==> src/rtl/router_out_arbiter_if.sv <==
// rtl/router_out_arbiter_if.sv - FIFO-side and link-side signals of one router output port
interface router_out_arbiter_if #(
  parameter int WIDTH  = 16,
  parameter int NPORTS = 4
) ();
  logic [NPORTS-1:0]       empty_i;
  logic [NPORTS*WIDTH-1:0] data_i;
  logic [NPORTS-1:0]       rd_o;
  logic [WIDTH-1:0]        out_data;
  logic                    out_valid;
  logic                    out_ready;

  modport master (
    input  empty_i, data_i, out_ready,
    output rd_o, out_data, out_valid
  );

  modport slave (
    output empty_i, data_i, out_ready,
    input  rd_o, out_data, out_valid
  );
endinterface

==> src/rtl/router_out_arbiter.sv <==
// rtl/router_out_arbiter.sv - wormhole output arbiter: round-robin header grant, owner holds link until last flit
module router_out_arbiter #(
  parameter int WIDTH   = 16,
  parameter int NPORTS  = 4,
  parameter int PORT_ID = 0,
  parameter int DESTW   = 2
) (
  input  logic                 clk,
  input  logic                 reset,
  router_out_arbiter_if.master bus,
  output logic [NPORTS-1:0]    grant_o,
  output logic                 busy
);

  localparam int PW = (NPORTS > 1) ? $clog2(NPORTS) : 1;
  localparam logic [0:0] IDLE   = 1'b0;
  localparam logic [0:0] LOCKED = 1'b1;
  localparam logic [DESTW-1:0] MY_DEST   = DESTW'(PORT_ID);
  localparam logic [PW-1:0]    LAST_PORT = PW'(NPORTS - 1);

  logic [0:0]        state;
  logic [PW-1:0]     rr_ptr;
  logic [PW-1:0]     owner;
  logic [PW-1:0]     sel_idx;
  logic              sel_found;
  logic              load_en;
  logic              capture;
  logic [NPORTS-1:0] req;
  logic [NPORTS-1:0] rd_q;
  logic [NPORTS-1:0] sel_onehot;
  logic [WIDTH-1:0]  sel_flit;
  logic [WIDTH-1:0]  data_q;
  logic              valid_q;

  function automatic logic [PW-1:0] wrap_add(input logic [PW-1:0] base, input int off);
    return PW'((int'(base) + off) % NPORTS);
  endfunction

  assign load_en = ~valid_q | bus.out_ready;

  // A port popped last cycle is masked: its head may not reflect the pop yet.
  always_comb begin
    req = '0;
    for (int p = 0; p < NPORTS; p++) begin
      req[p] = ~bus.empty_i[p] & ~rd_q[p] &
               (bus.data_i[p*WIDTH + WIDTH-2 -: DESTW] == MY_DEST);
    end
  end

  always_comb begin
    sel_found = 1'b0;
    sel_idx   = owner;
    if (state == IDLE) begin
      for (int i = 1; i <= NPORTS; i++) begin
        if (!sel_found && req[wrap_add(rr_ptr, i)]) begin
          sel_found = 1'b1;
          sel_idx   = wrap_add(rr_ptr, i);
        end
      end
    end else begin
      sel_found = ~bus.empty_i[owner];
    end
  end

  always_comb begin
    sel_flit = '0;
    for (int p = 0; p < NPORTS; p++) begin
      if (sel_idx == PW'(p)) sel_flit = bus.data_i[p*WIDTH +: WIDTH];
    end
  end

  assign capture    = sel_found & load_en;
  assign sel_onehot = capture ? (NPORTS'(1) << sel_idx) : '0;

  always_ff @(posedge clk or posedge reset) begin
    if (reset) begin
      state   <= IDLE;
      rd_q    <= '0;
      valid_q <= 1'b0;
      data_q  <= '0;
      grant_o <= '0;
      rr_ptr  <= LAST_PORT;
      owner   <= '0;
    end else begin
      rd_q <= sel_onehot;
      if (capture) begin
        data_q  <= sel_flit;
        valid_q <= 1'b1;
        grant_o <= sel_onehot;
        if (sel_flit[WIDTH-1]) begin
          state  <= IDLE;
          rr_ptr <= sel_idx;
        end else begin
          state <= LOCKED;
          owner <= sel_idx;
        end
      end else begin
        if (bus.out_ready) valid_q <= 1'b0;
        // Grant lingers one cycle after a packet's last flit, then drops.
        if (state == IDLE) grant_o <= '0;
      end
    end
  end

  assign busy          = (state == LOCKED);
  assign bus.rd_o      = rd_q;
  assign bus.out_data  = data_q;
  assign bus.out_valid = valid_q;

endmodule

==> src/flat_wrapper.sv <==
// flat-port wrapper written by rule: the top's interface ports become plain ports
module router_out_arbiter_flat 
#(
  parameter int WIDTH   = 16,
  parameter int NPORTS  = 4,
  parameter int PORT_ID = 0,
  parameter int DESTW   = 2
)
  (clk, reset, grant_o, busy, bus_empty_i, bus_data_i, bus_out_ready, bus_rd_o, bus_out_data, bus_out_valid);
  router_out_arbiter_if #(.WIDTH(WIDTH), .NPORTS(NPORTS)) bus_i ();
  input  logic clk;
  input  logic reset;
  output logic [NPORTS-1:0] grant_o;
  output logic busy;
  input wire logic [$bits(bus_i.empty_i)-1:0] bus_empty_i;
  input wire logic [$bits(bus_i.data_i)-1:0] bus_data_i;
  input wire logic [$bits(bus_i.out_ready)-1:0] bus_out_ready;
  output wire logic [$bits(bus_i.rd_o)-1:0] bus_rd_o;
  output wire logic [$bits(bus_i.out_data)-1:0] bus_out_data;
  output wire logic [$bits(bus_i.out_valid)-1:0] bus_out_valid;
  assign bus_i.empty_i = bus_empty_i;
  assign bus_i.data_i = bus_data_i;
  assign bus_i.out_ready = bus_out_ready;
  assign bus_rd_o = bus_i.rd_o;
  assign bus_out_data = bus_i.out_data;
  assign bus_out_valid = bus_i.out_valid;
  router_out_arbiter #(.WIDTH(WIDTH), .NPORTS(NPORTS), .PORT_ID(PORT_ID), .DESTW(DESTW)) u_core (.clk(clk), .reset(reset), .bus(bus_i), .grant_o(grant_o), .busy(busy));
endmodule
==> config.mk <==
export PLATFORM = sky130hd
export DESIGN_NAME = router_out_arbiter_flat
export DESIGN_NICKNAME = d
export VERILOG_FILES = /design/src/rtl/router_out_arbiter_if.sv /design/src/rtl/router_out_arbiter.sv /design/src/flat_wrapper.sv
export SDC_FILE = /design/constraint.sdc
export NUM_CORES = 1
export LEC_CHECK = 0
export ABC_CLOCK_PERIOD_IN_PS = 2700
export BUFFER_PORTS_ARGS = -buffer_cell sky130_fd_sc_hd__buf_4
export CORE_UTILIZATION = 48
export CTS_BUF_LIST = sky130_fd_sc_hd__clkbuf_8
export DETAILED_ROUTE_END_ITERATION = 6
export GPL_TIMING_DRIVEN = 0
export PLACE_DENSITY_LB_ADDON = 0.3
export SYNTH_ARGS = -nofsm -noshare
export SYNTH_HDL_FRONTEND = slang
export SYNTH_SLANG_ARGS = --single-unit
==> constraint.sdc <==
create_clock -name clk -period 2.7 [get_ports clk]
set_input_delay 0.675 -clock clk [delete_from_list [all_inputs] [get_ports clk]]
set_output_delay 0.675 -clock clk [all_outputs]
set_load 0.01 [all_outputs]
Yosys cells after proc, flatten, opt, wreduce, memory -nomap -nowiden
Index checks and enable logic that the tools add are counted.
W data, S select, Z words.
Operators by class
  add/sub/neg operators: 4
  $mul: 0
  divide/modulo/power cells: 0
  $lt $le $gt $ge: 5
  eq/ne operators: 4
  shift operators: 1
  muxes and demuxes: 33
  bitwise gates (word level): 21
  reductions and logical operators: 14
Operator list (count)
  $mux W16: 4
  $mux W1: 16
  $lt A2 B3 Y1 const B: 5
  $mux W4: 3
  $not A1 Y1: 11
  $bmux W1 S2: 5
  $logic_not A2 Y1: 5
  $mux W2: 5
  $and A1 B1 Y1: 9
  $add A2 B1 Y2 const B: 2
  $add A2 B2 Y2 const B: 2
  $eq A2 B2 Y1 const B: 2
  $reduce_and A2 Y1: 2
  $shl A1 B2 Y4 const A: 1
  $logic_and A1 B1 Y1: 3
  $logic_not A1 Y1: 3
  $eq A2 B1 Y1 const B: 1
  $ne A2 B2 Y1 const B: 1
  $reduce_bool A2 Y1: 1
  $or A1 B1 Y1: 1
Word-level totals
  register bits after elaboration: 30
  bits in latches: 0
  memory bits (writable): 0
  memory bits (read-only): 0
  input bits: 71
  output and inout port bits: 26
  logic and storage cells: 89
  memories: 0

Depth between registers and ports, before layout
  depth after elaboration: 26
  gate-level depth with buffers: 10
  gate-level depth less buffers: 7

Worst setup path after synthesis
OpenSTA, ideal clock, no wires.
  path type: input port to flip-flop
  start point: in bus_empty_i[3]
  end point: reg u_core.owner[1]
  setup time: 125 ps
  data arrival time: 2630 ps
  required time: 2575 ps
  slack: -55 ps
  cell stages on the path: 9
  path buffers: 2
  path through: or4_1 > buf_2 > a21oi_1 > o21ai_2 > a21o_1 > buf_6 > a2111oi_4 > o21ai_2 > mux2_4
On the way
  cells in the longest elaborated chain, start to end: 26
  elaborated cells between the ends (all ways): 44
  classes of those cells: eq/ne (3); mux (27); bitwise (6); reduce/logical (8)
Ends and longest elaborated chain
  from (decl): RTL line flat_wrapper.sv:15  | input wire logic [$bits(bus_i.empty_i)-1:0] bus_empty_i;
  $not A1 Y1: RTL line router_out_arbiter.sv:45  | req[p] = ~bus.empty_i[p] & ~rd_q[p] &
  $and A1 B1 Y1 (2 in a row): RTL line router_out_arbiter.sv:45
  $bmux W1 S2: RTL line router_out_arbiter.sv:55  | if (!sel_found && req[wrap_add(rr_ptr, i)]) begin
  $mux W1 (implied by the code): RTL line router_out_arbiter.sv:55
  $mux W1: RTL line router_out_arbiter.sv:55
  $mux W1: RTL line router_out_arbiter.sv:53  | if (state == IDLE) begin
  $logic_not A1 Y1: RTL line router_out_arbiter.sv:55
  $logic_and A1 B1 Y1: RTL line router_out_arbiter.sv:55
  [... 6 more ...]
  $logic_not A1 Y1: RTL line router_out_arbiter.sv:55
  $logic_and A1 B1 Y1: RTL line router_out_arbiter.sv:55
  $mux W2: RTL line router_out_arbiter.sv:55
  $mux W2: RTL line router_out_arbiter.sv:53
  $logic_not A2 Y1: RTL line router_out_arbiter.sv:68  | if (sel_idx == PW'(p)) sel_flit = bus.data_i[p*WIDTH +: WIDTH];
  $mux W16 (4 in a row): RTL line router_out_arbiter.sv:68
  $not A1 Y1 (no line)
  $reduce_and A2 Y1 (no line)
  to (signal assigned): RTL line router_out_arbiter.sv:95  | owner <= sel_idx;
  to (decl): RTL line router_out_arbiter.sv:23  | logic [PW-1:0] owner;
Several ways; a longest one is shown, not always the timed one. The select of a mux whose other input is x is not followed.
A chain may end at the register's enable or synchronous reset.

Worst setup path in the final report
  start point: in bus_data_i[62]
  end point: reg u_core.owner[1]
On the way
  cells in the longest elaborated chain, start to end: 25
  elaborated cells between the ends (all ways): 40
  classes of those cells: eq/ne (3); mux (25); bitwise (3); reduce/logical (9)
Ends and longest elaborated chain
  from (decl): RTL line flat_wrapper.sv:16  | input wire logic [$bits(bus_i.data_i)-1:0] bus_data_i;
  $logic_not A2 Y1 *: RTL line router_out_arbiter.sv:46  | (bus.data_i[p*WIDTH + WIDTH-2 -: DESTW] == MY_DEST);
  $and A1 B1 Y1 *: RTL line router_out_arbiter.sv:45
  $bmux W1 S2: RTL line router_out_arbiter.sv:55
  $mux W1 (implied by the code): RTL line router_out_arbiter.sv:55
  $mux W1: RTL line router_out_arbiter.sv:55
  $mux W1: RTL line router_out_arbiter.sv:53
  $logic_not A1 Y1: RTL line router_out_arbiter.sv:55
  $logic_and A1 B1 Y1: RTL line router_out_arbiter.sv:55
  [... 6 more ...]
  $logic_not A1 Y1: RTL line router_out_arbiter.sv:55
  $logic_and A1 B1 Y1: RTL line router_out_arbiter.sv:55
  $mux W2: RTL line router_out_arbiter.sv:55
  $mux W2: RTL line router_out_arbiter.sv:53
  $logic_not A2 Y1: RTL line router_out_arbiter.sv:68
  $mux W16 (4 in a row): RTL line router_out_arbiter.sv:68
  $not A1 Y1 (no line)
  $reduce_and A2 Y1 (no line)
Mark *: on every way between the ends. The rest lies on a longest branch, timed or not. The select of a mux whose other input is x is not followed.

==> impl_metrics.yaml <==
status:
  outcome: "complete, but fails checks"
  violations_in_the_final_reports: "negative setup slack"
clock_tree:
  tritoncts.num_buffers: 5
  clk_pin_slew_worst_paths_ns: 0.06
  cts_tree: "done"
  ctsHtreeMaxLevel: 2
  tritoncts_num_sinks: 30
  cts-hold-fix-buffers: 0
  clock_insertion_delay_worst_skew_ns: 0.28
  maximum_buffer_depth_of_the_clock_tree: 2
  cts_root_buffer: "sky130_fd_sc_hd__clkbuf_8"
setup_path:
  critical_path_peak_fanout: 7
  worst_path_required_time_ns: 2.86
  r2r_setup_slack_ns: 0
  r2r_end: "u_core.owner[1]"
  number_of_cells_on_the_worst_reg_to_reg_path: 9
  critPathCaptureType: "flip-flop"
  worst-setup-path-type: "in2reg"
  worstReg2RegStart: "u_core.bus.rd_o[3]"
  critPathLaunchType: "input pin"
  timing.critical_path.arrival_ns: 2.89
floorplan:
  chipWidth_um: 67.2
  fp.dieH_um: 67.2
  floorplan.rows: 23
  floorplan.initialDensity_pct: 50.4
  floorplan.io_pins: 97
  core_um2: 4060
  fp.dieArea_um2: 4520
pwr:
  report.power.total_mw: 3.08
  power_per_standard_cell_area_nw_per_um2: 1010
  p_switching_mw: 1.30
  netSwitchingFraction_pct: 42.4
  power.sequential.fraction_pct: 25.6
  peakVddDrop_mv: 0.591
  comb_power_share_pct: 62.7
  clockPowerShare_pct: 11.7
  internal_power_mw: 1.77
  static-leakage-power_nw: 1.49
worst_hold_path:
  hold_start: "u_core.bus.out_data[3]"
  hold-path-endpoint: "u_core.bus.out_data[3]"
  min_path_type: "reg2reg"
  min_path_cells: 2
synth:
  synthTopCellsByCount: "sky130_fd_sc_hd__nand2_1, sky130_fd_sc_hd__dfrtp_1, sky130_fd_sc_hd__inv_1"
  synth_instances: 209
  synthDistinctLibCells: 54
  synth.yosys.seq_area_share_pct: 36.9
  cell_types_with_the_largest_area_share_after_synthesis: "sky130_fd_sc_hd__dfrtp_1, sky130_fd_sc_hd__a221o_1, sky130_fd_sc_hd__mux2i_1"
  synth_nets: 280
  synth_top_area_share_pct: 34.3
  synth_most_common_cell: "sky130_fd_sc_hd__nand2_1"
  yosysTopAreaCell: "sky130_fd_sc_hd__dfrtp_1"
  synth_warnings: 0
  synth_edf_count: 0
  avgSynthCellArea_um2: 9.78
  yosys_most_used_dff: "sky130_fd_sc_hd__dfrtp_1"
  synth.ff_latch_count: 30
  share_of_flip_flops_with_an_asynchronous_set_or_reset_after_synthesis_pct: 100
  synthesis.area_um2: 2040
sta:
  timing.final.max_slew_violations: 0
  worst_slew_margin_rel_pct: 23.9
  rsz0062_at_grt: "yes"
  report.final.setup_viol: 1
  period_share_pct: 101
  hold-worst-slack_ns: 0.502
  timing_worst_slew_pin_value_ns: 1.14
  finalClockSkew_ns: 0.00711
  hold_violation_total_from_the_final_report: 0
  maxClockFrequency_ghz: 0.367
  finalWorstPathRequiredPeriod_ns: 2.72
  setup_slack_ns: -0.0249
  final_total_negative_setup_slack_ns: -0.0249
place:
  placer_congestion_estimate: 0.876
  numPortBuffers: 96
  placedInstanceArea_um2: 2840
  dp_worst_setup_slack_ns: -0.430
  place.detailed.instances: 355
  place.detailed.hpwl_um: 4670
run:
  drv_cap: 0
route:
  dr_total_vias: 2166
  wl_um: 6400
  drc: 0
  drt_first_pass_iters: 4
  number_of_vias_per_cell: 5.90
  wire_per_inst_um: 17.4
  final_antenna_violating_net_count: 0
  drt_iter0_drc: 144
grt:
  number_of_global_route_vias_before_repair: 2023
  grt_first_pass_wirelength_um: 9520
  antenna_violations_before_repair: 0
  globalRoute.totalOverflow: 0
  maximum_number_of_pins_on_one_net_before_global_route_repair: 31
  grtUsageTotal_pct: 29.1
layout:
  post_layout_nonfiller_instances: 367
  layout-area-overhead-vs-synth_pct: 49.7
  post_route_cells_drive_above_1_share_pct: 50.8
  layout.nets: 387
  antenna_cells: 0
  summed_area_of_non_filler_cells_in_the_final_layout_um2: 3060
  postLayoutCoreUtil_pct: 75.4
==> layout make-up <==
type	instances	area, um^2
repair buffers	100	762
clock inverters	2	7.51
inverters	20	75.1
clock buffers	6	82.6
multi-input cells	143	1190
fillers	302	1000
plain buffers	16	125
flip-flops and latches	30	753
well taps	50	62.6
==> state kept, by name, summed over array words and instances (netlist names) <==
signal / flops
u_core.grant_o: 4
u_core.busy: 1
u_core.bus.out_valid: 1
u_core.bus.out_data: 16
u_core.owner: 2
u_core.bus.rd_o: 4
u_core.rr_ptr: 2
==> how the worst max path moves through the flow <==
stage	slack [ns]	cells past startpoint	from	endpoint
final	-0.02	10	bus_data_i[62]	u_core.owner[1]
after global routing	-0.07	10	bus_data_i[62]	u_core.owner[1]
after CTS	0.006	10	bus_empty_i[3]	u_core.bus.out_data[13]
after detailed placement	-0.43	9	bus_empty_i[3]	u_core.bus.out_data[10]
after global placement	-0.42	10	bus_empty_i[3]	u_core.bus.out_data[10]
after floorplan	0.0003	8	bus_empty_i[2]	u_core.owner[1]
==> power by group through the flow <==
stage                     registers, mW  logic (mW)  clock network [mW]
final                             0.787        1.93               0.361
after global placement            0.777        1.75                   0
after detailed placement          0.783        1.79                   0
after floorplan                   0.846        1.10                   0
after CTS                         0.783        1.85               0.363
after global routing              0.812        2.08               0.383
==> cells by family after synthesis <==
group	Yosys count	synth area share (%)
buf+inv	36	8.63
compound gates	66	29.9
simple gates	60	15.2
mux	16	8.88
fa+ha+maj	1	0.551
flops	30	36.9
==> worst max-delay path, cell delays in order <==
cell and delay [ns]:
sky130_fd_sc_hd__buf_8 0.09, sky130_fd_sc_hd__or4_4 0.50, sky130_fd_sc_hd__buf_6 0.15, sky130_fd_sc_hd__maj3_2 0.32, sky130_fd_sc_hd__nand2_2 0.10, sky130_fd_sc_hd__a311oi_4 0.12
sky130_fd_sc_hd__buf_4 0.17, sky130_fd_sc_hd__a2111oi_4 0.32, sky130_fd_sc_hd__o21ai_2 0.12, sky130_fd_sc_hd__mux2_4 0.30
==> metal layers <==
metal	up-vias	share of wire [%]	track usage (%)
met1	1046	40	36.5
met3	20	7.8	7.09
li1	992	-	-
met2	108	49	47.0
met5	-	0	0
met4	0	3.1	13.6
==> cell usage in the layout (no fill, tap or decap), types with 3 or more instances in the layout <==
cell type                   instances
sky130_fd_sc_hd__and3_1             3
sky130_fd_sc_hd__a221o_1           11
sky130_fd_sc_hd__nand3_1            5
sky130_fd_sc_hd__a2bb2oi_2          8
sky130_fd_sc_hd__clkbuf_8           6
sky130_fd_sc_hd__nand2_1           28
sky130_fd_sc_hd__mux2i_1           11
sky130_fd_sc_hd__o21ai_0            3
sky130_fd_sc_hd__inv_1             22
sky130_fd_sc_hd__dfrtp_1           28
sky130_fd_sc_hd__a31o_2             3
sky130_fd_sc_hd__a21o_1             3
sky130_fd_sc_hd__clkbuf_2           3
sky130_fd_sc_hd__a2bb2oi_1          3
sky130_fd_sc_hd__a22oi_1            3
sky130_fd_sc_hd__a21oi_2            3
sky130_fd_sc_hd__buf_4            100
sky130_fd_sc_hd__mux2_2             3
sky130_fd_sc_hd__nor2_1             3
sky130_fd_sc_hd__a21oi_1            9
sky130_fd_sc_hd__o221ai_1           3
sky130_fd_sc_hd__buf_6              8
sky130_fd_sc_hd__clkbuf_1           3
==> what timing repair did <==
action / CTS / global route
endpoints found under the setup margin: 15 / 22
pin swaps: 3 / 8
setup buffers: 2 / 2
gates resized for setup: 6 / 24
(Power assumes the default switching activity.)
